File: src/rtl/fmv_ddr_fetch_arbiter.sv
`default_nettype none
// ============================================================================
// Module  : fmv_ddr_fetch_arbiter
// Brief   : Round-robin DDR burst fetcher feeding two byte-stream FIFOs.
// Revision: 1.0 - initial release
// ============================================================================
module fmv_ddr_fetch_arbiter #(
  parameter int BURST  = 4,
  parameter int ADDR_W = 28,
  parameter int LEN_W  = 16
) (
  input  logic                  clk_i,
  input  logic                  reset_n_i,
  input  logic [1:0]            cfg_load_i,
  input  logic [2*ADDR_W-1:0]   cfg_addr_i,
  input  logic [2*LEN_W-1:0]    cfg_words_i,
  input  logic [1:0]            half_empty_i,
  output logic [1:0]            active_o,
  output logic [1:0]            done_o,
  output logic [ADDR_W-1:0]     ddr_addr_o,
  output logic [7:0]            ddr_burstcnt_o,
  output logic                  ddr_rd_o,
  input  logic                  ddr_busy_i,
  input  logic [63:0]           ddr_dout_i,
  input  logic                  ddr_dout_ready_i,
  output logic [1:0]            fifo_we_o,
  output logic [63:0]           fifo_wdata_o
);

  typedef enum logic [1:0] {
    S_IDLE = 2'd0,
    S_REQ  = 2'd1,
    S_DATA = 2'd2
  } state_e;

  localparam logic [LEN_W-1:0] C_BURST_LEN = LEN_W'(BURST);

  state_e                   state_q, state_d;
  logic                     grant_q, grant_d;
  logic                     last_grant_q, last_grant_d;
  logic                     final_q, final_d;
  logic [1:0][ADDR_W-1:0]   ptr_q, ptr_d;
  logic [1:0][LEN_W-1:0]    rem_q, rem_d;
  logic [7:0]               beats_q, beats_d;
  logic                     rd_q, rd_d;
  logic [ADDR_W-1:0]        addr_q, addr_d;
  logic [7:0]               burstcnt_q, burstcnt_d;
  logic [1:0]               fifo_we_q, fifo_we_d;
  logic [63:0]              wdata_q, wdata_d;
  logic [1:0]               done_q, done_d;

  always_ff @(posedge clk_i) begin
    if (!reset_n_i) begin
      state_q      <= S_IDLE;
      grant_q      <= 1'b0;
      last_grant_q <= 1'b1;
      final_q      <= 1'b0;
      ptr_q        <= '0;
      rem_q        <= '0;
      beats_q      <= '0;
      rd_q         <= 1'b0;
      addr_q       <= '0;
      burstcnt_q   <= '0;
      fifo_we_q    <= '0;
      wdata_q      <= '0;
      done_q       <= '0;
    end else begin
      state_q      <= state_d;
      grant_q      <= grant_d;
      last_grant_q <= last_grant_d;
      final_q      <= final_d;
      ptr_q        <= ptr_d;
      rem_q        <= rem_d;
      beats_q      <= beats_d;
      rd_q         <= rd_d;
      addr_q       <= addr_d;
      burstcnt_q   <= burstcnt_d;
      fifo_we_q    <= fifo_we_d;
      wdata_q      <= wdata_d;
      done_q       <= done_d;
    end
  end

  always_comb begin
    logic [1:0]       elig;
    logic             gnt;
    logic [LEN_W-1:0] rem_g;
    logic [LEN_W-1:0] bc_len;

    state_d      = state_q;
    grant_d      = grant_q;
    last_grant_d = last_grant_q;
    final_d      = final_q;
    ptr_d        = ptr_q;
    rem_d        = rem_q;
    beats_d      = beats_q;
    rd_d         = rd_q;
    addr_d       = addr_q;
    burstcnt_d   = burstcnt_q;
    fifo_we_d    = '0;
    wdata_d      = wdata_q;
    done_d       = '0;
    gnt          = 1'b0;
    rem_g        = '0;
    bc_len       = LEN_W'(burstcnt_q);

    for (int i = 0; i < 2; i++) begin
      elig[i] = (rem_q[i] != '0) && half_empty_i[i] && !cfg_load_i[i];
    end

    case (state_q)
      S_IDLE: begin
        if (|elig) begin
          gnt        = (elig == 2'b11) ? !last_grant_q : elig[1];
          rem_g      = rem_q[gnt];
          grant_d    = gnt;
          rd_d       = 1'b1;
          addr_d     = ptr_q[gnt];
          burstcnt_d = (rem_g > C_BURST_LEN) ? 8'(BURST) : 8'(rem_g);
          state_d    = S_REQ;
        end
      end
      S_REQ: begin
        if (!ddr_busy_i) begin
          rd_d            = 1'b0;
          ptr_d[grant_q]  = ptr_q[grant_q] + ADDR_W'(burstcnt_q);
          rem_d[grant_q]  = rem_q[grant_q] - bc_len;
          last_grant_d    = grant_q;
          final_d         = (rem_q[grant_q] == bc_len);
          beats_d         = burstcnt_q;
          state_d         = S_DATA;
          // Zero-latency DDR: the first beat can ride along with acceptance.
          if (ddr_dout_ready_i) begin
            fifo_we_d[grant_q] = 1'b1;
            wdata_d            = ddr_dout_i;
            beats_d            = burstcnt_q - 8'd1;
            if (burstcnt_q == 8'd1) begin
              state_d         = S_IDLE;
              done_d[grant_q] = final_d;
            end
          end
        end
      end
      S_DATA: begin
        if (ddr_dout_ready_i) begin
          fifo_we_d[grant_q] = 1'b1;
          wdata_d            = ddr_dout_i;
          beats_d            = beats_q - 8'd1;
          if (beats_q == 8'd1) begin
            state_d         = S_IDLE;
            done_d[grant_q] = final_q;
          end
        end
      end
      default: state_d = S_IDLE;
    endcase

    // A reload wins over any in-flight bookkeeping and cancels the old run's done.
    for (int i = 0; i < 2; i++) begin
      if (cfg_load_i[i]) begin
        ptr_d[i]  = cfg_addr_i[i*ADDR_W +: ADDR_W];
        rem_d[i]  = cfg_words_i[i*LEN_W +: LEN_W];
        done_d[i] = (cfg_words_i[i*LEN_W +: LEN_W] == '0);
        if (grant_q == i[0]) begin
          final_d = 1'b0;
        end
      end
    end
  end

  assign active_o[0]    = (rem_q[0] != '0) || ((state_q != S_IDLE) && !grant_q);
  assign active_o[1]    = (rem_q[1] != '0) || ((state_q != S_IDLE) && grant_q);
  assign done_o         = done_q;
  assign ddr_addr_o     = addr_q;
  assign ddr_burstcnt_o = burstcnt_q;
  assign ddr_rd_o       = rd_q;
  assign fifo_we_o      = fifo_we_q;
  assign fifo_wdata_o   = wdata_q;

endmodule
`default_nettype wire

File: config.mk
export PLATFORM = sky130hd
export DESIGN_NAME = fmv_ddr_fetch_arbiter
export DESIGN_NICKNAME = d
export VERILOG_FILES = /design/src/rtl/fmv_ddr_fetch_arbiter.sv
export SDC_FILE = /design/constraint.sdc
export NUM_CORES = 1
export LEC_CHECK = 0
export CORE_ASPECT_RATIO = 1.1
export CORE_MARGIN = 4
export CORE_UTILIZATION = 45
export CTS_CLUSTER_DIAMETER = 30
export DETAILED_ROUTE_END_ITERATION = 7
export PLACE_DENSITY = 0.79
export SLEW_MARGIN = 20
export SYNTH_ARGS = -nofsm -noshare
export SYNTH_HDL_FRONTEND = slang
export SYNTH_SLANG_ARGS = --single-unit
File: constraint.sdc
create_clock -name clk_i -period 5.7 [get_ports clk_i]
set_input_delay 0.855 -clock clk_i [delete_from_list [all_inputs] [get_ports clk_i]]
set_output_delay 0.855 -clock clk_i [all_outputs]
set_load 0.03 [all_outputs]
== Word level (Yosys, flattened, before mapping) ==
Index checks and enable logic that the tools add are counted.
Cells by class
  $add $sub $neg: 4
  $mul: 0
  div/mod/pow operators: 0
  order comparisons: 4
  equal/unequal tests: 12
  shift operators: 0
  mux-type cells: 60
  bitwise gates (word level): 3
  reduce and logical (&&, ||, !) cells: 32
Operators by type and width (number)
  $mux W28: 7
  $mux W64: 2
  $pmux W64 S2: 1
  $mux W16: 7
  $mux W56: 2
  $mux W32: 2
  $bwmux W56: 1
  $bwmux W32: 1
  $logic_not A16 Y1: 2
  $mux W8: 4
  $reduce_bool A16 Y1: 2
  $add A28 B8 Y28: 1
  $demux W28 S1: 1
  $mux W2: 13
  $demux W16 S1: 1
  $eq A16 B8 Y1: 1
  $eq A8 B1 Y1 const B: 2
  $gt A16 B3 Y1 const B: 1
  $pmux W8 S2: 1
  $sub A16 B8 Y16: 1
  $sub A8 B1 Y8 const B: 2
  $mux W1: 12
  $ne A2 B2 Y1 const B: 6
  $reduce_and A2 Y1: 5
  18 further kinds: 37
Storage, ports and cells
  flip-flop bits (word level): 206
  latch bits: 0
  RAM bits: 0
  memory bits (read-only): 0
  input bits: 160
  output and inout bits: 107
  word-level logic and storage cells: 130
  memories kept: 0

== Longest topological paths before layout ==
Gate-level depths: netlist of the first run.
  word-level depth: 10
  mapped depth: 16
  gate-level depth less buffers: 10

== Worst setup path before layout of the first run ==
OpenSTA, ideal clock, no wires.
  kind: register to register
  start: register grant_q
  end: register rem_q[26] (netlist name)
  setup time: 74 ps
  data arrival time: 3685 ps
  data required time: 5626 ps
  slack: 1941 ps
  stages on the path, launching flop included: 17
  buffers on the path: 6
  period minus slack after synthesis: 3759 ps
  cell sequence: dfxtp_1 buf_6 buf_4 buf_2 buf_2 buf_2 buf_2 mux2i_1 ha_1 inv_1 fa_1 a211oi_1 nor3_1 a211oi_2 nand2_1 or4_1 a31oi_1
Between the ends
  word-level cells in the longest chain between the ends: 8
  elaborated cells on any way between the ends: 12
  those cells by class: add/sub (1); order compare (2); mux (8); reduce/logical (1)
RTL lines
  start, declared: line 39  | logic grant_q, grant_d;
  start signal, assigned: line 69  | grant_q <= grant_d;
  branches (longest 4 deep; another with $sub A16 B8 Y16)
  $bwmux W32 (*): line 127  | rem_d[grant_q] = rem_q[grant_q] - bc_len;
  $mux W32 (*): line 124  | if (!ddr_busy_i) begin
  $mux W32 (*): line 111  | case (state_q)
  $mux W16 (*): line 160  | if (cfg_load_i[i]) begin
  end signal, assigned: line 73  | rem_q <= rem_d;
  end, declared: line 43  | logic [1:0][LEN_W-1:0] rem_q, rem_d;
Every way passes the cells marked *. The select of a mux whose other input is x is not followed.
A chain may end at the register's enable or synchronous reset.

== Final worst setup path of the first run ==
  start: register rem_q[2] (netlist name)
  end: output active_o[0]
Between the ends
  word-level cells in the longest chain between the ends: 2
RTL lines
  $reduce_bool A16 Y1: line 171  | assign active_o[0] = (rem_q[0] != '0) || ((state_q != S_IDLE) && !grant_q);
  $logic_or A1 B1 Y1: line 171
  end, declared: line 18  | output logic [1:0] active_o,
Every way passes these cells.

==> summary.md, run 1 <==
| Metric | Value |
|---|---|
| Status | `completed` |
| Root buffer cell | `clkbuf_16` |
| Die W | `approximately 160 µm` |
| Min-Delay Path Depth | `2` |
| CTS Hold Bufs | `0` |
| Post-route setup slack | `1.91 ns` |
| Final max-slew violation count | `0` |
| Met3 routed WL | `3.56 mm` |
| TritonCTS clock tree | `built` |
| Die ar. | `0.0265 mm²` |
| RSZ-0062 raised after global routing | `no` |
| EDFF count, synth | `0` |
| Clock Skew | `roughly 0.024 ns` |
| WL/cell | `roughly 20 µm` |
| Hold Path Class | `register to register` |
| Gr ovfl total | `0` |
| CTS clk-pin slew, worst paths | `approximately 0.05 ns` |
| Fmax achieved | `~0.26 GHz` |
| Max rail drop VDD | `338 µV` |
| Syn Nets | `about 1.6k` |
| H-tree depth | `2` |
| CP Data Arrival Time | `approximately 3 ns` |
| Critical R2R Capture | `ptr_q[54]` |
| Share of cells above drive strength 1 | `8.25%` |
| Total GRT Usage | `between 20 and 30%` |
| Minimum clock period | `approximately 3.8 ns` |
| Final Cycle Share | `between 60 and 70%` |
| Yosys warns | `0` |
| R2R Path Start | `grant_q` |
| Via-to-Cell Ratio | `~5.9` |
| Via count | `11.5k` |
| Average footprint of a synthesized cell | `7.76 µm²` |
| Initial core utilization | `a little under half` |
| R2R Setup Slk | `2.04 ns` |
| Slew at the pin closest to its max-slew limit | `a little over 0.9 ns` |
| Placed wire-length estimate | `26.6 mm` |
| TNS Setup | `0 ns` |
| Clk sinks | `206` |
| Worst hold endpoint | `fifo_wdata_o[57]` |
| Crit-path max FO | `3` |
| CTS-repair resized insts | `0` |
| Main synth FF type | `dfxtp_1` |
| CTS Buf Count | `between 40 and 50` |
| Die height | `around 170 µm` |
| Synth-to-layout area growth | `40.4%` |
| Worst endpoint required time | `about 4.9 ns` |
| P per Cell Area | `between 300 and 400 mW/mm²` |
| Number of I/O port buffers | `266` |
| Hold Startpoint | `fifo_wdata_o[57]` |
| Leak | `~5.5 nW` |
| Initial antenna violation count | `0` |
| Worst Reg-to-Reg Cells | `9` |
| Antenna Diode Count | `0` |
| CTS max path bufs | `3` |
| Worst slew margin | `approximately 39%` |
| First-pass DRT Iterations | `6` |
| Setup bufs post-CTS | `0` |
| Seq/Total Area, Yosys | `38.3%` |
| Antenna-violating nets left | `0` |
| Max cap viols | `0` |
| Yosys cell types | `74` |
| Hold Vio Cnt, Final | `0` |
| Top Metal Used | `met4` |
| Final WL | `around 39 mm` |
| Flops & latches, synth | `between 200 and 250` |
| Met2 WL | `about 18 mm` |
| Pre-CTS WS | `2.04 ns` |
| IO Pins | `approximately 270` |
| First-pass GRT wire length | `59.5 mm` |
| Total core area | `0.0236 mm²` |
| Met1 Wirelength | `roughly 15 mm` |
| RePlAce Congestion | `roughly 0.95` |
| Clock Latency Late Sink | `around 0.54 ns` |
| Mapped cell area | `between 0.01 and 0.015 mm²` |
| Final routed DRC violation total | `0` |
| CP startpoint kind | `register` |
| Fin util | `around 64%` |
| Site Rows | `about 60` |
| Number of global-route vias before repair | `~11k` |
| Final setup violation count | `0` |
| WS Path Type | `register to output pin` |
| CP endpoint kind | `output pin` |
| Initial DRC Count | `1331` |
| Syn Inst Count | `roughly 1.4k` |
| Largest net degree at the start of global routing | `between 70 and 80` |
| Layout net count | `1808` |
| Asr flop ratio synth | `0%` |
-- layout by cell type, fill, tap and decap left out, types with 33 or more instances in the layout --
cell type,synthesis,layout
clkbuf_16,0,46
dfxtp_1,206,205
xnor2_1,37,37
a21oi_1,167,166
a31oi_1,33,33
clkdlybuf4s50_1,0,263
nor3_1,35,35
o21ai_0,119,119
nor2_1,51,49
nand2_1,294,294
-- area by class of cell --
class	instances	area [µm²]
sequential	206	4130
tap	305	382
multi-input combinational	1065	6160
clock inverter	28	357
clock buffer	58	1250
inverter	24	90.1
timing repair buffer	280	2780
fill	2013	8490
-- worst max-delay path: stages, from the launching register on --
cell	delay, ns
dfxtp_1	0.35
or4_1	0.61
or3_1	0.35
nor3_1	0.24
o211ai_1	0.20
clkdlybuf4s50_1	0.64
-- through the flow --
stage	cells	hold slack, ns	total power (W)	cell area [µm²]
after detailed placement	1879	0.446	0.00286	13500
final	1966	0.448	0.00557	15100
after floorplan	1390	0.438	0.00243	10800
after CTS	1965	0.451	0.00556	15100
after global routing	1966	0.463	0.00578	15100
after global placement	1879	0.441	0.00284	13500
-- synth_stat cells (all sizes together) (11+ instances only) --
cell / instances / area (µm²)
mux2: 18 / 203
inv: 23 / 86.3
dfxtp: 206 / 4120
nand3: 35 / 190
nor3: 35 / 175
o211a: 12 / 120
a31oi: 33 / 206
a21o: 12 / 90.1
o21ai: 122 / 611
nand2b: 11 / 71.3
a21oi: 168 / 845
a211oi: 12 / 95.1
mux2i: 19 / 190
xor2: 19 / 166
clkbuf: 69 / 259
xnor2: 37 / 324
nand2: 294 / 1100
nand4: 12 / 75.1
o22ai: 15 / 93.8
ha: 23 / 288
nor2: 51 / 191
and3: 14 / 87.6
buf: 26 / 174
nor4: 24 / 171
-- how the worst max path moves through the flow --
| stage | startpoint | slack (ns) | endpoint |
|---|---|---|---|
| 3_3_place_gp | ddr_busy_i | 2.13 | rem_q[9] |
| 2_1_floorplan | grant_q | 1.94 | rem_q[26] |
| 4_1_cts | rem_q[2] | 1.92 | active_o[0] |
| 3_5_place_dp | cfg_load_i[1] | 2.04 | ddr_addr_o[12] |
| 5_1_grt | rem_q[2] | 1.81 | active_o[0] |
| 6_report | rem_q[2] | 1.91 | active_o[0] |
-- where the power goes --
| part | switching [W] | internal (W) |
|---|---|---|
| registers | 0.000117 | 0.00158 |
| clock network | 0.000867 | 0.00182 |
| logic | 0.000694 | 0.000488 |
| total | 0.00168 | 0.00389 |
-- per-layer routing --
metal  global-route usage (%)  vias to the layer above
met5                        0                        -
met4                     12.9                        0
met3                     5.52                      127
met2                     45.0                      620
met1                     35.3                     5360
li1                         -                     5425
-- cells by family (layout without fill, tap and decap cells) --
| kind of cell | after synthesis | after routing | synth area share (%) |
|---|---|---|---|
| buf+inv | 119 | 390 | 4.85 |
| mux | 37 | 37 | 3.64 |
| flops | 206 | 206 | 38.3 |
| compound gates | 427 | 427 | 23.4 |
| fa+ha+maj | 25 | 25 | 3.04 |
| xor+xnor | 56 | 56 | 4.55 |
| simple gates | 520 | 520 | 22.2 |
-- registers in the layout, summed over array words and instances, names as in the netlist --
signal          count
final_q             1
grant_q             1
state_q             2
ptr_q              56
ddr_addr_o         28
ddr_rd_o            1
done_o              2
fifo_wdata_o       64
rem_q              32
beats_q             8
fifo_we_o           2
last_grant_q        1
ddr_burstcnt_o      8
(Power assumes the default switching activity.)
==> run 2: changes to the inputs <==
Settings changed: PLACE_DENSITY 0.79 to 0.82.
Clock period 5.7 ns to 3.15 ns, I/O delays scaled along.
==> summary.md, run 2 (same netlist as run 1, synthesis figures left out) <==
| Metric | Value |
|---|---|
| Reg power frac | `31.3% (+0.9 points)` |
| Final routed DRC violation total | `0 (unchanged)` |
| Share of cells above drive strength 1 | `9.69% (+1.4 points)` |
| Clock share of power | `46.3% (-2.0 points)` |
| Antenna-violating nets left | `0 (unchanged)` |
| CTS Buf Count | `46 (unchanged)` |
| Worst Reg-to-Reg Cells | `11 (+2)` |
| Final WL | `39.4 mm (+1.4%)` |
| Max rail drop VDD | `391 µV (+16%)` |
| Die height | `170 µm (unchanged)` |
| CP startpoint kind | `register` |
| Clock Latency Late Sink | `0.53 ns (about the same)` |
| Worst endpoint required time | `2.68 ns (-2.17 ns)` |
| Number of I/O port buffers | `266 (unchanged)` |
| CP Data Arrival Time | `2.57 ns (-0.36 ns)` |
| RePlAce Congestion | `0.999 (+5.2%)` |
| Setup bufs post-CTS | `0 (unchanged)` |
| # placed instances | `1903 (+1.3%)` |
| Final Non-Filler Cells | `1988 (+1.1%)` |
| Hold Path Class | `input pin to register` |
| Leak | `5.61 nW (+1.1%)` |
| CP startpoint | `rem_q[19]` |
| CTS max path bufs | `3 (unchanged)` |
| Post-route setup slack | `0.105 ns (-1.81 ns)` |
| Largest net degree at the start of global routing | `87 (+16%)` |
| Clk sinks | `206 (unchanged)` |
| R2R Path Start | `grant_q` |
| Clock Skew | `0.0231 ns (-0.000517 ns)` |
| Final setup violation count | `0 (unchanged)` |
| Total core area | `0.0236 mm² (unchanged)` |
| Die W | `156 µm (unchanged)` |
| Max reg flops | `64 (unchanged)` |
| Worst slew margin | `32.5% (-6.1 points)` |
| TritonCTS clock tree | `built` |
| WS Path Type | `register to output pin` |
| P per Cell Area | `641 mW/mm² (+74%)` |
| Total GRT Usage | `28.0% (+0.42 points)` |
| Minimum clock period | `between 3 and 4 ns` |
| Synth-to-layout area growth | `41.7%` |
| Worst hold endpoint | `ptr_q[50]` |
| Hold Vio Cnt, Final | `0 (unchanged)` |
| Number of global-route vias before repair | `11.1k (+0.95%)` |
| Min-Delay Path Depth | `2 (unchanged)` |
| IO Pins | `267 (unchanged)` |
| Pre-CTS WS | `0.165 ns (-1.88 ns)` |
| Max cap viols | `0 (unchanged)` |
| Layout net count | `1831 (+1.3%)` |
| Initial DRC Count | `1071 (-20%)` |
| Crit-path max FO | `3 (unchanged)` |
| R2R Setup Slk | `0.20 ns (-1.84 ns)` |
| First-pass GRT wire length | `60.3 mm (+1.4%)` |
| First-pass DRT Iterations | `5 (-1)` |
| Fmax achieved | `~0.33 GHz` |
| Die ar. | `0.0265 mm² (unchanged)` |
| Site Rows | `59 (unchanged)` |
| P_int | `0.00682 W (+75%)` |
| CTS Hold Bufs | `0 (unchanged)` |
| Critical R2R Capture | `rem_q[26]` |
| Switch Pwr | `0.00298 W (+77%)` |
| Status | `completed` |
| RSZ-0062 raised after global routing | `no` |
| WL/cell | `19.8 µm (+0.32%)` |
| Initial core utilization | `45.6% (unchanged)` |
| Commonest non-fill, non-tap cell in the layout | `nand2_1` |
| Final Cycle Share | `roughly 97%` |
| H-tree depth | `2 (unchanged)` |
| Gr ovfl total | `0 (unchanged)` |
| Switching Fraction | `30.4% (+0.24 points)` |
| Root buffer cell | `clkbuf_16` |
| Combinational share of power | `22.4% (+1.2 points)` |
| CP endpoint kind | `output pin` |
| Slew at the pin closest to its max-slew limit | `1.01 ns (+0.0934 ns)` |
| Placed wire-length estimate | `28.2 mm (+5.8%)` |
| Final max-slew violation count | `0 (unchanged)` |
| Most frequent cells in the layout | `nand2_1 (294), clkdlybuf4s50_1 (263), dfxtp_1 (205)` |
| Via-to-Cell Ratio | `5.85 (-0.27%)` |
| Initial antenna violation count | `1 (+1)` |
| Hold WS | `0.258 ns (-0.191 ns)` |
| Via count | `11.6k (+0.85%)` |
| Hold Startpoint | `reset_n_i` |
| CTS clk-pin slew, worst paths | `0.04 ns (about the same)` |
-- run 2: cell types whose count changed in the layout (fill, tap and decap cells not counted), sizes merged --
cell and change:
buf +22, bufinv -5, clkbuf +9, clkinv -7, diode +1, dlygate4sd2 +1, inv +1
-- run 2: metrics by stage --
| step | power [W] | utilization (%) | setup TNS, ns | instance area [µm²] |
|---|---|---|---|---|
| final | 0.00979 | 64.7 | 0 | 15300 |
| after global routing | 0.0102 | 64.7 | 0 | 15300 |
| after CTS | 0.00982 | 64.6 | 0 | 15300 |
| after detailed placement | 0.00526 | 58.2 | 0 | 13800 |
| after global placement | 0.00522 | 58.2 | 0 | 13800 |
| after floorplan | 0.00441 | - | -0.0747 | 10900 |
-- run 2: worst max-delay path, stage by stage (launching register included) --
cell and delay, ns:
dfxtp_1 0.33, nor4_2 0.57, and4_1 0.31, o21ai_0 0.18
clkdlybuf4s50_1 0.64
-- run 2: layout make-up --
| cell class | instances | area (µm²) |
|---|---|---|
| clock inverters | 17 | 144 |
| repair buffers | 303 | 2960 |
| flip-flops and latches | 206 | 4130 |
| diodes | 1 | 2.50 |
| fillers | 2014 | 8350 |
| well taps | 305 | 382 |
| multi-input cells | 1065 | 6210 |
| clock buffers | 67 | 1350 |
| inverters | 24 | 90.1 |
-- run 2: worst max-delay path by stage --
stage / to / slack, ns / depth (start not counted)
after floorplan: rem_q[26] / -0.07 / 16
after global placement: rem_q[26] / 0.27 / 11
after detailed placement: rem_q[26] / 0.17 / 11
after CTS: active_o[1] / 0.05 / 4
after global routing: active_o[1] / 0.04 / 4
final: active_o[1] / 0.10 / 4
-- run 2: per-layer routing --
| layer | track usage (%) | wire, µm | vias up |
|---|---|---|---|
| li1 | - | - | 5486 |
| met1 | 35.9 | 15500 | 5433 |
| met2 | 45.8 | 18700 | 610 |
| met3 | 6.33 | 3730 | 101 |
| met4 | 11.6 | 1500 | 0 |
| met5 | 0 | 0 | - |
-- run 2: power by group through the flow --
stage	combinational, W	clock (W)	sequential [W]
floorplan	0.00111	0	0.00330
global placement	0.00213	0	0.00309
detailed placement	0.00216	0	0.00310
CTS	0.00218	0.00458	0.00306
global route	0.00236	0.00473	0.00309
finish	0.00220	0.00453	0.00307
-- run 2: what timing repair did --
item | in CTS | in global routing
gates resized for setup | 3 | 4
setup endpoints to repair | 2 | 4
pin swaps | 0 | 0
